<file path="src/rtl/mux_sel_sequencer_if.sv">
// Handshake and mux-side signal bundle for mux_sel_sequencer.
// master: scan requester + mux; slave: the sequencer itself.
//
// Ports (slave view):
//   start, en_mask[3:0], continuous  in   scan control
//   y                                in   mux_4x1 output
//   s1, s2                           out  mux selects (MSB, LSB)
//   busy, done                       out  scan status
//   sample[3:0], sample_valid        out  captured word
interface mux_sel_sequencer_if;
    logic       start;
    logic [3:0] en_mask;
    logic       continuous;
    logic       y;
    logic       s1;
    logic       s2;
    logic       busy;
    logic       done;
    logic [3:0] sample;
    logic       sample_valid;

    modport master (
        output start,
        output en_mask,
        output continuous,
        output y,
        input  s1,
        input  s2,
        input  busy,
        input  done,
        input  sample,
        input  sample_valid
    );

    modport slave (
        input  start,
        input  en_mask,
        input  continuous,
        input  y,
        output s1,
        output s2,
        output busy,
        output done,
        output sample,
        output sample_valid
    );
endinterface

</file>
<file path="src/rtl/mux_sel_sequencer.sv">
// Scans the enabled mux_4x1 channels in ascending order, dwelling DWELL
// cycles on each, and packs the captured y bits into a sample word.
//
// Parameters: DWELL (1..255) cycles per channel; CW counter width.
// Ports:
//   clk  in   rising-edge clock
//   rst  in   synchronous active-high reset
//   bus  slave modport of mux_sel_sequencer_if (start/en_mask/continuous/y
//        in; s1/s2/busy/done/sample/sample_valid out)
module mux_sel_sequencer #(
    parameter int DWELL = 4,
    parameter int CW    = 8
) (
    input  logic                 clk,
    input  logic                 rst,
    mux_sel_sequencer_if.slave   bus
);

    typedef enum logic [1:0] {
        S_IDLE   = 2'd0,
        S_DWELL  = 2'd1,
        S_FINISH = 2'd2
    } state_t;

    localparam logic [CW-1:0] RELOAD = CW'(DWELL - 1);

    state_t        state, state_n;
    logic [1:0]    ch, ch_n;
    logic [CW-1:0] cnt, cnt_n;
    logic [3:0]    mask, mask_n;
    logic [3:0]    shadow, shadow_n;
    logic [3:0]    sample, sample_n;
    logic [2:0]    nxt;

    function automatic logic [1:0] lowest(input logic [3:0] m);
        logic [1:0] r;
        r = 2'd0;
        if (m[0])      r = 2'd0;
        else if (m[1]) r = 2'd1;
        else if (m[2]) r = 2'd2;
        else if (m[3]) r = 2'd3;
        return r;
    endfunction

    // {found, index} of the lowest enabled channel above c.
    function automatic logic [2:0] next_ch(
        input logic [3:0] m,
        input logic [1:0] c
    );
        logic [2:0] r;
        r = 3'b000;
        for (int i = 3; i >= 0; i--) begin
            if (i > int'(c) && m[i]) r = {1'b1, 2'(i)};
        end
        return r;
    endfunction

    always_ff @(posedge clk) begin
        if (rst) begin
            state  <= S_IDLE;
            ch     <= 2'd0;
            cnt    <= '0;
            mask   <= 4'd0;
            shadow <= 4'd0;
            sample <= 4'd0;
        end else begin
            state  <= state_n;
            ch     <= ch_n;
            cnt    <= cnt_n;
            mask   <= mask_n;
            shadow <= shadow_n;
            sample <= sample_n;
        end
    end

    assign nxt = next_ch(mask, ch);

    always_comb begin
        state_n  = state;
        ch_n     = ch;
        cnt_n    = cnt;
        mask_n   = mask;
        shadow_n = shadow;
        sample_n = sample;
        unique case (state)
            S_IDLE: begin
                if (bus.start) begin
                    mask_n = bus.en_mask;
                    if (bus.en_mask != 4'd0) begin
                        shadow_n = 4'd0;
                        ch_n     = lowest(bus.en_mask);
                        cnt_n    = RELOAD;
                        state_n  = S_DWELL;
                    end else begin
                        // Empty scan: report done, keep sample.
                        ch_n    = 2'd0;
                        state_n = S_FINISH;
                    end
                end
            end
            S_DWELL: begin
                if (cnt != '0) begin
                    cnt_n = cnt - 1'b1;
                end else begin
                    shadow_n[ch] = bus.y;
                    if (nxt[2]) begin
                        ch_n  = nxt[1:0];
                        cnt_n = RELOAD;
                    end else begin
                        sample_n = shadow_n;
                        state_n  = S_FINISH;
                    end
                end
            end
            S_FINISH: begin
                if (bus.continuous && mask != 4'd0) begin
                    shadow_n = 4'd0;
                    ch_n     = lowest(mask);
                    cnt_n    = RELOAD;
                    state_n  = S_DWELL;
                end else begin
                    state_n = S_IDLE;
                end
            end
            default: state_n = S_IDLE;
        endcase
    end

    // Select is parked at 00 in IDLE; FINISH keeps the last channel.
    assign bus.s1           = (state != S_IDLE) & ch[1];
    assign bus.s2           = (state != S_IDLE) & ch[0];
    assign bus.busy         = (state != S_IDLE);
    assign bus.done         = (state == S_FINISH);
    assign bus.sample_valid = (state == S_FINISH) && (mask != 4'd0);
    assign bus.sample       = sample;

endmodule

</file>
<file path="src/flat_wrapper.sv">
// flat-port wrapper written by rule: the top's interface ports become plain ports
module mux_sel_sequencer_flat 
#(
    parameter int DWELL = 4,
    parameter int CW    = 8
)
  (clk, rst, bus_start, bus_en_mask, bus_continuous, bus_y, bus_s1, bus_s2, bus_busy, bus_done, bus_sample, bus_sample_valid);
  mux_sel_sequencer_if bus_i ();
  input  logic clk;
  input  logic rst;
  input wire logic [$bits(bus_i.start)-1:0] bus_start;
  input wire logic [$bits(bus_i.en_mask)-1:0] bus_en_mask;
  input wire logic [$bits(bus_i.continuous)-1:0] bus_continuous;
  input wire logic [$bits(bus_i.y)-1:0] bus_y;
  output wire logic [$bits(bus_i.s1)-1:0] bus_s1;
  output wire logic [$bits(bus_i.s2)-1:0] bus_s2;
  output wire logic [$bits(bus_i.busy)-1:0] bus_busy;
  output wire logic [$bits(bus_i.done)-1:0] bus_done;
  output wire logic [$bits(bus_i.sample)-1:0] bus_sample;
  output wire logic [$bits(bus_i.sample_valid)-1:0] bus_sample_valid;
  assign bus_i.start = bus_start;
  assign bus_i.en_mask = bus_en_mask;
  assign bus_i.continuous = bus_continuous;
  assign bus_i.y = bus_y;
  assign bus_s1 = bus_i.s1;
  assign bus_s2 = bus_i.s2;
  assign bus_busy = bus_i.busy;
  assign bus_done = bus_i.done;
  assign bus_sample = bus_i.sample;
  assign bus_sample_valid = bus_i.sample_valid;
  mux_sel_sequencer #(.DWELL(DWELL), .CW(CW)) u_core (.clk(clk), .rst(rst), .bus(bus_i));
endmodule
</file>
<file path="config.mk">
export PLATFORM = sky130hd
export DESIGN_NAME = mux_sel_sequencer_flat
export DESIGN_NICKNAME = d
export VERILOG_FILES = /design/src/rtl/mux_sel_sequencer_if.sv /design/src/rtl/mux_sel_sequencer.sv /design/src/flat_wrapper.sv
export SDC_FILE = /design/constraint.sdc
export NUM_CORES = 1
export LEC_CHECK = 0
export BUFFER_PORTS_ARGS = -buffer_cell sky130_fd_sc_hd__buf_4
export CORE_MARGIN = 4
export CORE_UTILIZATION = 33
export CTS_CLUSTER_DIAMETER = 60
export CTS_CLUSTER_SIZE = 20
export DETAILED_ROUTE_END_ITERATION = 16
export GPL_ROUTABILITY_DRIVEN = 0
export GPL_TIMING_DRIVEN = 0
export PLACE_DENSITY = 0.62
export SLEW_MARGIN = 20
export SYNTH_ARGS = -nofsm -noshare
export SYNTH_HDL_FRONTEND = slang
export SYNTH_SLANG_ARGS = --single-unit
</file>
<file path="constraint.sdc">
create_clock -name clk -period 3.4 [get_ports clk]
set_input_delay 0.51 -clock clk [delete_from_list [all_inputs] [get_ports clk]]
set_output_delay 0.51 -clock clk [all_outputs]
set_load 0.02 [all_outputs]
</file>
==> results.md, run 1 <==
* Status: completed
* Fillers at 439
* Via count at between 1000 and 1500
* H-tree Lvls at 1
* Yosys top cell by area: dfxtp_1
* Initial DRC Count at 100
* Yosys cell types at 44
* DRC at 0
* Fin. max-slew vios at 0
* M1 GR Usage at 18.5%
* Largest net degree at the start of global routing at 15
* Met3 Track Usage GR at 3.24%
* RSZ-0062 raised after global routing: no
* IO buf count at 17
* Final #Nets at 216
* Post-CTS sizing at 0
* Hold Startpoint: u_core.shadow[0]$_SDFFE_PP0P_
* Area grow syn2layout at 18.1%
* # setup viols final at 0
* Main synth FF type: dfxtp_1
* HPWL after DPL at 2550 um
* Max FO, Critical Path at 10
* Clock transition at the registers of the reported paths at ~0.090 ns
* Final Hold Fails at 0
* Worst R2R End: u_core.shadow[2]$_SDFFE_PP0P_
* Commonest non-fill, non-tap cell in the layout: dfxtp_1
* Async SR Flop Fraction at 0%
* Post-synthesis net count at around 190
* Pwr per Cell Area at between 800 and 900 nW/um^2
* DR WL/cell at about 14 um
* Met2 GRT Util at a little over a fifth
* Most Crowded Layer GR: met2
* Syn Inst Count at 179
* Critical Path AT at 2.60 ns
* CTS Buffer Depth at 2
* Yosys top cell area share at about a third
* Max-capacitance violation count at 0
* Top Ports at 18
* Mean post-synth cell area at 8.07 um^2
* Synthesized flop and latch total at 24
* Cell Rows at 23
* CTS buffer count at 3
* FMAX at ~420 MHz
* Worst slew margin relative to its limit at a little under half
* Layout cells sized above 1 at approximately 15%
* Period utilisation layout at between 70% and 80%
* HP Class: reg2reg
* Commonest cells after routing, fill and taps aside: dfxtp_1, a21oi_1, buf_4
* TritonCTS clock tree: built
* Critical path endpoint category: flip-flop
* Post-CTS setup buffers at 0
* Lkg Pwr at 0.663 nW
* Area of the core at between 4000 and 5000 um^2
* Vias/cell at between 5 and 6
* Ant. Diodes at 0
* Register area at 480 um^2
* Top post-synthesis cells by area: dfxtp_1, a21oi_1, ha_1, o21ai_0, mux2i_1
* Total global routing overflow at 0
* Reg2Reg Launch Point: u_core.state[0]$_SDFFE_PP0P_
* First-pass GRT wire length at 5840 um
* Final core occ at 41.4%
* Gr usage total at 13.5%
* Hold depth at 2
* Die W at between 70 and 80 um
* Clk Latency, worst-skew pair at 0.27 ns
* CP required at approximately 3.6 ns
* Yosys warns at 0
* Worst hold path endpoint: u_core.shadow[0]$_SDFFE_PP0P_
* Crit path launch type: flip-flop
* Drt first pass iters at 4
* Die area at between 5000 and 6000 um^2
* Worst clock skew at ~0.0049 ns
* Root Driver: clkbuf_8
* Min Tclk post-route at about 2.4 ns
* Worst Reg-to-Reg Cells at 8
* Starting Density at about a third
* Synthesized area at about 1400 um^2
* CTS Sinks at 24
* Vias in the first global route at 1283
* # hold bufs at CTS at 0
* Post-synth EDFFs at 0
* Worst hold slack at 0.475 ns
* Die height at approximately 74 um
* Crit path kind: reg2reg
* Seq/Total Area, Yosys at roughly 33%
* Initial antenna violation count at 0
* Peak supply drop at roughly 0.00025 V
* Tightest Pin Transition at between 0.8 and 0.9 ns
* Multi-input logic area at around 870 um^2
* Setup TNS at 0 ns
* Reg2Reg Setup Slack at 1.00 ns
* Drt total wl at between 3000 and 4000 um
* Antenna viol nets, final at 0
state kept, by name, summed over array words and instances (netlist names):
register,flops
u_core.cnt,8
u_core.bus.sample,4
u_core.mask,4
u_core.state,2
u_core.shadow,4
u_core.ch,2
worst max path at each step:
stage | startpoint | endpoint | slack [ns] | cells after the start
after floorplan | u_core.state[0]$_SDFFE_PP0P_ | u_core.shadow[2]$_SDFFE_PP0P_ | 1.15 | 8
after global placement | u_core.state[0]$_SDFFE_PP0P_ | u_core.shadow[2]$_SDFFE_PP0P_ | 1.03 | 8
after detailed placement | u_core.state[0]$_SDFFE_PP0P_ | u_core.shadow[2]$_SDFFE_PP0P_ | 1.02 | 8
after CTS | u_core.state[0]$_SDFFE_PP0P_ | u_core.shadow[2]$_SDFFE_PP0P_ | 0.98 | 8
after global routing | u_core.state[0]$_SDFFE_PP0P_ | u_core.shadow[2]$_SDFFE_PP0P_ | 0.83 | 8
final | u_core.state[0]$_SDFFE_PP0P_ | u_core.shadow[2]$_SDFFE_PP0P_ | 1.00 | 8
where the power goes:
part | switching [mW] | leakage (nW) | internal [mW]
Sequential | 0.0551 | 0.196 | 0.344
Clock | 0.0965 | 0.0357 | 0.158
Combinational | 0.442 | 0.432 | 0.288
Yosys cell counts, types with 2 or more instances:
cell and instances:
a211oi_1 5, a21o_1 3, a21oi_1 19, a311oi_1 2, a31o_2 2, and3_1 2
clkbuf_1 5, dfxtp_1 24, ha_1 6, inv_1 12, mux2i_1 5, nand2_1 9
nand2b_1 2, nand3_1 9, nand3b_1 2, nand4_1 2, nor2_1 11, nor2b_1 8
nor3_1 5, nor4_1 2, o2111ai_1 2, o21ai_0 13, o311ai_0 4, or4_1 5
metal layers:
layer	routed length [um]	vias up
li1	-	711
met1	1660	625
met2	1540	37
met3	189	4
met4	36	0
met5	0	-
cells by family (layout without fill, tap and decap cells):
group           after synthesis  count (layout)  synth area share (%)
compound gates               60              60                  27.6
fa+ha+maj                     6               6                  5.20
buf+inv                      21              42                  6.33
flops                        24              24                  33.3
mux                           5               5                  3.47
simple gates                 63              63                  24.2
area by class of cell:
type                       count  area share [%]
tap                           50            3.67
clock inverter                 1            1.76
sequential                    24            28.2
multi-input combinational    134            51.1
timing repair buffer          17            7.48
inverter                      13            2.86
clock buffer                   3            2.42
buffer                         8            2.49
per-stage QoR:
step                instance area [um^2]  std cells  setup slack, ns  total power [mW]
global placement                    1630        246             1.03              1.13
CTS                                 1710        250            0.984              1.39
global route                        1710        250            0.834              1.50
floorplan                           1440        179             1.15             0.935
detailed placement                  1630        246             1.02              1.13
finish                              1710        250             1.00              1.38
worst max-delay path, cell delays in order, from the launching register on:
cell      delay [ns]
dfxtp_1         0.41
inv_1           0.10
ha_1            0.26
nor2b_1         0.17
a2111o_1        0.44
a21o_1          0.20
buf_6           0.14
or4_1           0.46
a21oi_1         0.16
Note: power is estimated with default switching activity, not from simulation.
==> run 2, diff against run 1 <==
- ABC_AREA: not set -> 1
- PLACE_DENSITY: 0.62 -> 0.64
- clock period: 3.4 -> 1.9 ns (I/O delays scaled with it)
==> run 2 against run 1 <==
Net effect: non-clock buffer count decreased by 5; area after synthesis increased by 13%; clock skew increased by 0.0026 ns; total power increased by 130%; sequential power increased by 96%; global-route usage decreased by 1.0 points; setup slack got worse by 0.86 ns; sequential share of layout area decreased by 2.9 points; register-to-register slack got worse by 0.86 ns; combinational power increased to 2.7 times the previous value; synthesized cell count increased by 37%; largest cell class unchanged.
==> results.md, run 2 <==
* Gr usage total at 12.5% (-1.0 points)
* Tightest Pin Transition at 0.460 ns (-0.345 ns)
* Area of the core at 4750 um^2 (+16%)
* Synth cell count leaders: nand2_1, nor2_1, dfxtp_1
* Initial antenna violation count at 0 (unchanged)
* Vias/cell at 4.58 (-17%)
* Clock transition at the registers of the reported paths at 0.10 ns (about the same)
* First-pass GRT wire length at 6240 um (+7.0%)
* CTS buffer count at 3 (unchanged)
* Die W at 78.2 um (+5.5%)
* Total power at 3.21 mW (+130%)
* Met3 Track Usage GR at 2.29% (-0.95 points)
* Cell Rows at 25 (+8.7%)
* Worst hold slack at 0.278 ns (-0.197 ns)
* Setup TNS at 0 ns (unchanged)
* Largest net degree at the start of global routing at 15 (unchanged)
* Synthesized flop and latch total at 24 (unchanged)
* Hold Startpoint: bus_en_mask[2]
* Total global routing overflow at 0 (unchanged)
* Async SR Flop Fraction at 0% (unchanged)
* IO buf count at 16 (-1)
* Via count at 1524 (+11%)
* Crit path kind: reg2reg
* Post-CTS sizing at 0 (unchanged)
* M1 GR Usage at 16.4% (-2.1 points)
* Top Ports at 18 (unchanged)
* Post-CTS setup buffers at 0 (unchanged)
* Final #Nets at 282 (+31%)
* CTS Buffer Depth at 2 (unchanged)
* Synthesized area at 1630 um^2 (+13%)
* Period utilisation layout at 92.7% (+22 points)
* Min Tclk post-route at 1.76 ns (-0.639 ns)
* CTS Sinks at 24 (unchanged)
* DRC at 0 (unchanged)
* H-tree Lvls at 1 (unchanged)
* Final Hold Fails at 0 (unchanged)
* # setup viols final at 0 (unchanged)
* RSZ-0062 raised after global routing: no
* TritonCTS clock tree: built
* HP Class: in2reg
* Placement Cell Area at 1830 um^2 (+12%)
* Max FO, Critical Path at 8 (-2)
* Mean post-synth cell area at 6.61 um^2 (-18%)
* Clk Latency, worst-skew pair at 0.28 ns (about the same)
* HPWL after DPL at 2800 um (+9.6%)
* Yosys top cell by area: dfxtp_1
* Critical Path AT at 1.94 ns (-0.66 ns)
* Fillers at 527 (+20%)
* Final Instance Area at 1900 um^2 (+12%)
* Largest Register: u_core.cnt
* Drt total wl at 3620 um (+5.5%)
* Met2 GRT Util at 20.4% (-0.88 points)
* Reg2Reg Launch Point: u_core.state[0]$_SDFFE_PP0P_
* Die height at 78.2 um (+5.5%)
* Top post-synthesis cells by area: dfxtp_1, nand2_1, nor2_1, inv_1, a21oi_1
* DR WL/cell at 10.9 um (-21%)
* Flip-flop count of the largest register after layout at 8 (unchanged)
* Vias in the first global route at 1413 (+10%)
* Commonest cells after routing, fill and taps aside: nand2_1, nor2_1, dfxtp_1
* Post-synthesis net count at 261 (+35%)
* # hold bufs at CTS at 0 (unchanged)
* Die area at 6120 um^2 (+11%)
* Initial DRC Count at 47 (-53%)
* Critical Path Source: u_core.state[0]$_SDFFE_PP0P_
* Critical path endpoint category: flip-flop
* Syn Inst Count at 246 (+37%)
* Worst clock skew at 0.00756 ns (+0.00262 ns)
* Worst slew margin relative to its limit at 69.3% (+23 points)
* Yosys cell types at 30 (-32%)
* Seq/Total Area, Yosys at 29.5% (-3.7 points)
* Top-count cell post-synth: nand2_1
* Antenna viol nets, final at 0 (unchanged)
* Main synth FF type: dfxtp_1
* CP required at 2.08 ns (-1.52 ns)
* Drt first pass iters at 4 (unchanged)
* Root Driver: clkbuf_8
* Ant. Diodes at 0 (unchanged)
* Yosys top cell area share at 29.5% (-3.7 points)
* Starting Density at 34.2% (-0.88 points)
* Crit path launch type: flip-flop
* Area grow syn2layout at 16.9%
* Status: completed
* Yosys warns at 0 (unchanged)
* Layout cells sized above 1 at 21.1% (+6.1 points)
* Pwr per Cell Area at 1690 nW/um^2 (+110%)
* Most Crowded Layer GR: met2
* FMAX at 568 MHz (+36%)
* Lkg Pwr at 0.873 nW (+32%)
* Max-capacitance violation count at 0 (unchanged)
* Commonest non-fill, non-tap cell in the layout: nand2_1
* Fin. max-slew vios at 0 (unchanged)
* Post-synth EDFFs at 0 (unchanged)
* Peak supply drop at 0.000527 V (+110%)
## run 2: through the flow
step	util (%)	setup WS [ns]	instances
2_1_floorplan	-	0.253	246
6_report	40.0	0.139	333
4_1_cts	40.0	0.133	333
3_3_place_gp	38.5	0.159	329
3_5_place_dp	38.5	0.150	329
5_1_grt	40.0	0.00641	333
## run 2: worst paths after layout
path	end	slack, ns	depth (start not counted)
setup / recovery	u_core.shadow[0]$_SDFFE_PP0P_	0.14	11
hold / removal	u_core.mask[2]$_SDFFE_PP0P_	0.28	3
setup reg to reg	u_core.shadow[0]$_SDFFE_PP0P_	0.14	11
hold reg to reg	u_core.shadow[1]$_SDFFE_PP0P_	0.48	2
## run 2: kinds of logic after synthesis
| logic type | Yosys count | share of synthesized area [%] |
|---|---|---|
| adder cells (fa/ha/maj) | 6 | 4.62 |
| flip-flops | 24 | 29.5 |
| AND/OR/NAND/NOR | 145 | 42.8 |
| buffers and inverters | 31 | 8.38 |
| AO/OA/AOI/OAI | 38 | 13.5 |
| XOR/XNOR | 2 | 1.08 |
## run 2: power by group
part | total, mW | switching (mW) | internal, mW
clock | 0.467 | 0.185 | 0.282
combinational | 1.96 | 1.23 | 0.724
sequential | 0.781 | 0.133 | 0.648
total | 3.21 | 1.55 | 1.65
## run 2: worst max-delay path: stages (launching register included)
cell and delay [ns]:
dfxtp_1 0.42, inv_1 0.09, ha_1 0.21, buf_6 0.14, inv_4 0.05, or2_4 0.10, buf_6 0.11, nand2_2 0.07
nor2_4 0.23, nand2_4 0.09, o21ai_1 0.12, nor2_1 0.05
## run 2: area by class of cell
cell class                 count  area [um^2]  area share (%)
buffer                         4         31.3            1.64
clock buffer                   3         41.3            2.17
clock inverter                 1         30.0            1.58
inverter                      27          105            5.53
multi-input combinational    191         1010            53.1
sequential                    24          480            25.3
tap                           67         83.8            4.41
timing repair buffer          16          120            6.32
## run 2: routing by layer
layer  vias to the layer above  wire [um]
met2                        16       1610
met4                         0         52
met1                       683       1880
met3                         4         76
li1                        821          -
met5                         -          0
==> run 3, diff against run 2 <==
- ABC_AREA: 1 -> not set
==> run 3 against run 2 <==
Net effect: global-route usage increased by 2.2 points; largest power group unchanged; clock-buffer cell count unchanged; the run now ends with negative setup slack left; setup slack got worse by 0.29 ns; clock skew decreased by 0.0041 ns; cell count decreased by 20%; final area increased by 6.9%; total power decreased by 2.5%; clock power decreased by 0.9%; combinational power decreased by 3%; utilization increased by 9.4 points; sequential power decreased by 3.1%; maximum frequency decreased by 14%; largest cell class unchanged.
==> results.md, run 3 (synthesis gave the netlist of run 1 again) <==
* Status: complete, but fails checks
* Failing checks: negative setup slack
* Die W at 74.1 um (-5.2%)
* HPWL after DPL at 2550 um (-8.7%)
* Crit path kind: reg2reg
* Clk Latency, worst-skew pair at 0.28 ns (about the same)
* Die area at 5500 um^2 (-10%)
* Crit-path cells: inv_4 -> ha_4 -> nor2b_4 -> a2111o_1 -> a21o_1 -> buf_6 -> or4_1 -> a21oi_2
* Reg2Reg Launch Point: u_core.state[0]$_SDFFE_PP0P_
* Filler-free cell count of the finished design at 266 (-20%)
* Crit path launch type: flip-flop
* Critical Path AT at 2.27 ns (+0.33 ns)
* Total power at 3.13 mW (-2.5%)
* Die height at 74.1 um (-5.2%)
* First-pass GRT wire length at 6310 um (+0.99%)
* Slowest cell on crit path: a2111o_1
* HP Class: in2reg
* Commonest cells after routing, fill and taps aside: buf_4, dfxtp_1, a21oi_1
* Drt first pass iters at 4 (unchanged)
* Pre-CTS setup slack at -0.340 ns (-0.490 ns)
* Clock Power Share at 14.8% (+0.2 points)
* Hold depth at 3 (unchanged)
* H-tree Lvls at 1 (unchanged)
* CP max stage delay at 0.42 ns (about the same)
* Vias in the first global route at 1369 (-3.1%)
* CTS Buffer Depth at 2 (unchanged)
* Worst R2R End: u_core.shadow[1]$_SDFFE_PP0P_
* Largest net degree at the start of global routing at 15 (unchanged)
* Lkg Pwr at 0.786 nW (-10%)
* Tightest Pin Transition at 0.660 ns (+0.200 ns)
* Initial DRC Count at 210 (+350%)
* CP required at 2.11 ns (+0.03 ns)
* Worst hold path endpoint: u_core.mask[1]$_SDFFE_PP0P_
* Final #Nets at 232 (-18%)
* CTS Sinks at 24 (unchanged)
* Max-capacitance violation count at 0 (unchanged)
* Antenna viol nets, final at 0 (unchanged)
* Worst setup margin at -0.154 ns (-0.294 ns)
* Worst Reg-to-Reg Cells at 8 (-3)
* RSZ-0062 raised after global routing: yes
* Cell Rows at 23 (-8.0%)
* Worst slew margin relative to its limit at 55.6% (-14 points)
* Largest Register: u_core.cnt
* CTS buffer count at 3 (unchanged)
* Area of the core at 4120 um^2 (-13%)
* Layout cells sized above 1 at 35.2% (+14 points)
* DR WL/cell at 14.6 um (+35%)
* # setup viols final at 12 (+12)
* Root Driver: clkbuf_8
* Period utilisation layout at 108% (+15 points)
* FMAX at 487 MHz (-14%)
* Fin. max-slew vios at 0 (unchanged)
* Part of the power in registers at 24.2% (-0.2 points)
* TritonCTS clock tree: built
* Via count at 1515 (-0.59%)
* Final Hold Fails at 0 (unchanged)
* Total global routing overflow at 0 (unchanged)
* Hold Startpoint: bus_en_mask[1]
* Peak supply drop at 0.000498 V (-5.5%)
* Final core occ at 49.4% (+9.4 points)
* Sw Share at 41.5% (-6.9 points)
* Dpl cells at 246 (-25%)
* Internal Power at 1.83 mW (+11%)
* IO buf count at 17 (+1)
* Vias/cell at 5.70 (+24%)
* Reg2Reg Setup Slack at -0.15 ns (-0.29 ns)
* Crit path max-delay family: compound AO/OA/AOI/OAI gates
* Drt total wl at 3900 um (+7.6%)
* Setup TNS at -1.32 ns (-1.32 ns)
* Psw at 1.30 mW (-16%)
* Gr usage total at 14.8% (+2.2 points)
* Top Ports at 18 (unchanged)
* Ant. Diodes at 0 (unchanged)
* Power share of the combinational group at 61.0% (about the same)
* Clock transition at the registers of the reported paths at 0.09 ns (about the same)
* Max FO, Critical Path at 5 (-3)
* Starting Density at 35.1% (+0.88 points)
* DRC at 0 (unchanged)
* Flip-flop count of the largest register after layout at 8 (unchanged)
* Worst clock skew at 0.00343 ns (-0.00413 ns)
* Min Tclk post-route at 2.05 ns (+0.294 ns)
* Area grow syn2layout at 40.8%
* Initial antenna violation count at 0 (unchanged)
* Pwr per Cell Area at 1540 nW/um^2 (-8.8%)
* Critical path endpoint category: flip-flop
* Commonest non-fill, non-tap cell in the layout: buf_4
* CP Buf/Inv Count at 2 (-2)
run 3: cell count changes in the layout (fill, tap and decap cells not counted), moves of 4 or more:
| cell | change |
|---|---|
| mux2i_1 | +5 |
| inv_1 | -14 |
| nor2b_1 | +7 |
| nor2_4 | -5 |
| nand2_1 | -50 |
| a211oi_1 | +5 |
| a21oi_1 | -5 |
| a21oi_2 | +5 |
| ha_4 | +4 |
| nand2_2 | -8 |
| ha_1 | -5 |
| nor2_1 | -34 |
| buf_4 | +14 |
run 3: through the flow:
stage	area (um^2)	hold WS [ns]
floorplan	1460	0.432
CTS	1880	0.273
finish	2030	0.282
global placement	1650	0.461
detailed placement	1650	0.468
global route	2030	0.302
run 3: layout make-up:
class | count | area [um^2]
flip-flops and latches | 24 | 492
fillers | 379 | 2080
well taps | 50 | 62.6
multi-input cells | 134 | 1040
plain buffers | 8 | 50.0
clock buffers | 3 | 41.3
inverters | 13 | 61.3
repair buffers | 33 | 256
clock inverters | 1 | 30.0
run 3: power groups by stage:
stage,clock network (mW),logic [mW],registers [mW]
global placement,0,1.32,0.735
global route,0.491,2.07,0.773
CTS,0.471,1.60,0.726
detailed placement,0,1.31,0.737
finish,0.463,1.91,0.757
floorplan,0,0.956,0.745
run 3: layer usage:
layer  vias up  track usage (%)  wire (um)
met4         0             7.24         87
li1        745                -          -
met2        41             23.5       1840
met5         -                0          0
met1       720             18.7       1780
met3         9             3.38        183
run 3: worst min-delay path: stages:
cell and delay [ns]:
buf_4 0.12, nand3_1 0.06, a21oi_1 0.05
run 3: worst max-delay path by stage:
stage               slack [ns]                          from                             to  depth (start not counted)
floorplan                -0.05  u_core.state[0]$_SDFFE_PP0P_  u_core.shadow[0]$_SDFFE_PP0P_                          8
global placement         -0.39  u_core.state[1]$_SDFFE_PP0P_   u_core.state[1]$_SDFFE_PP0P_                          6
detailed placement       -0.34  u_core.state[1]$_SDFFE_PP0P_   u_core.state[1]$_SDFFE_PP0P_                          6
CTS                      -0.13  u_core.state[0]$_SDFFE_PP0P_  u_core.shadow[2]$_SDFFE_PP0P_                          8
global route             -0.20  u_core.state[0]$_SDFFE_PP0P_  u_core.shadow[3]$_SDFFE_PP0P_                          8
finish                   -0.15  u_core.state[0]$_SDFFE_PP0P_  u_core.shadow[1]$_SDFFE_PP0P_                          8
run 3: timing repair:
item / 4_1_cts / 5_1_grt
pin swaps: 4 / 8
resized for setup: 23 / 30
cloned: 1 / 0
buffers inserted: 9 / 6
setup endpoints to repair: 20 / 22
hold buffers: 0 / 0
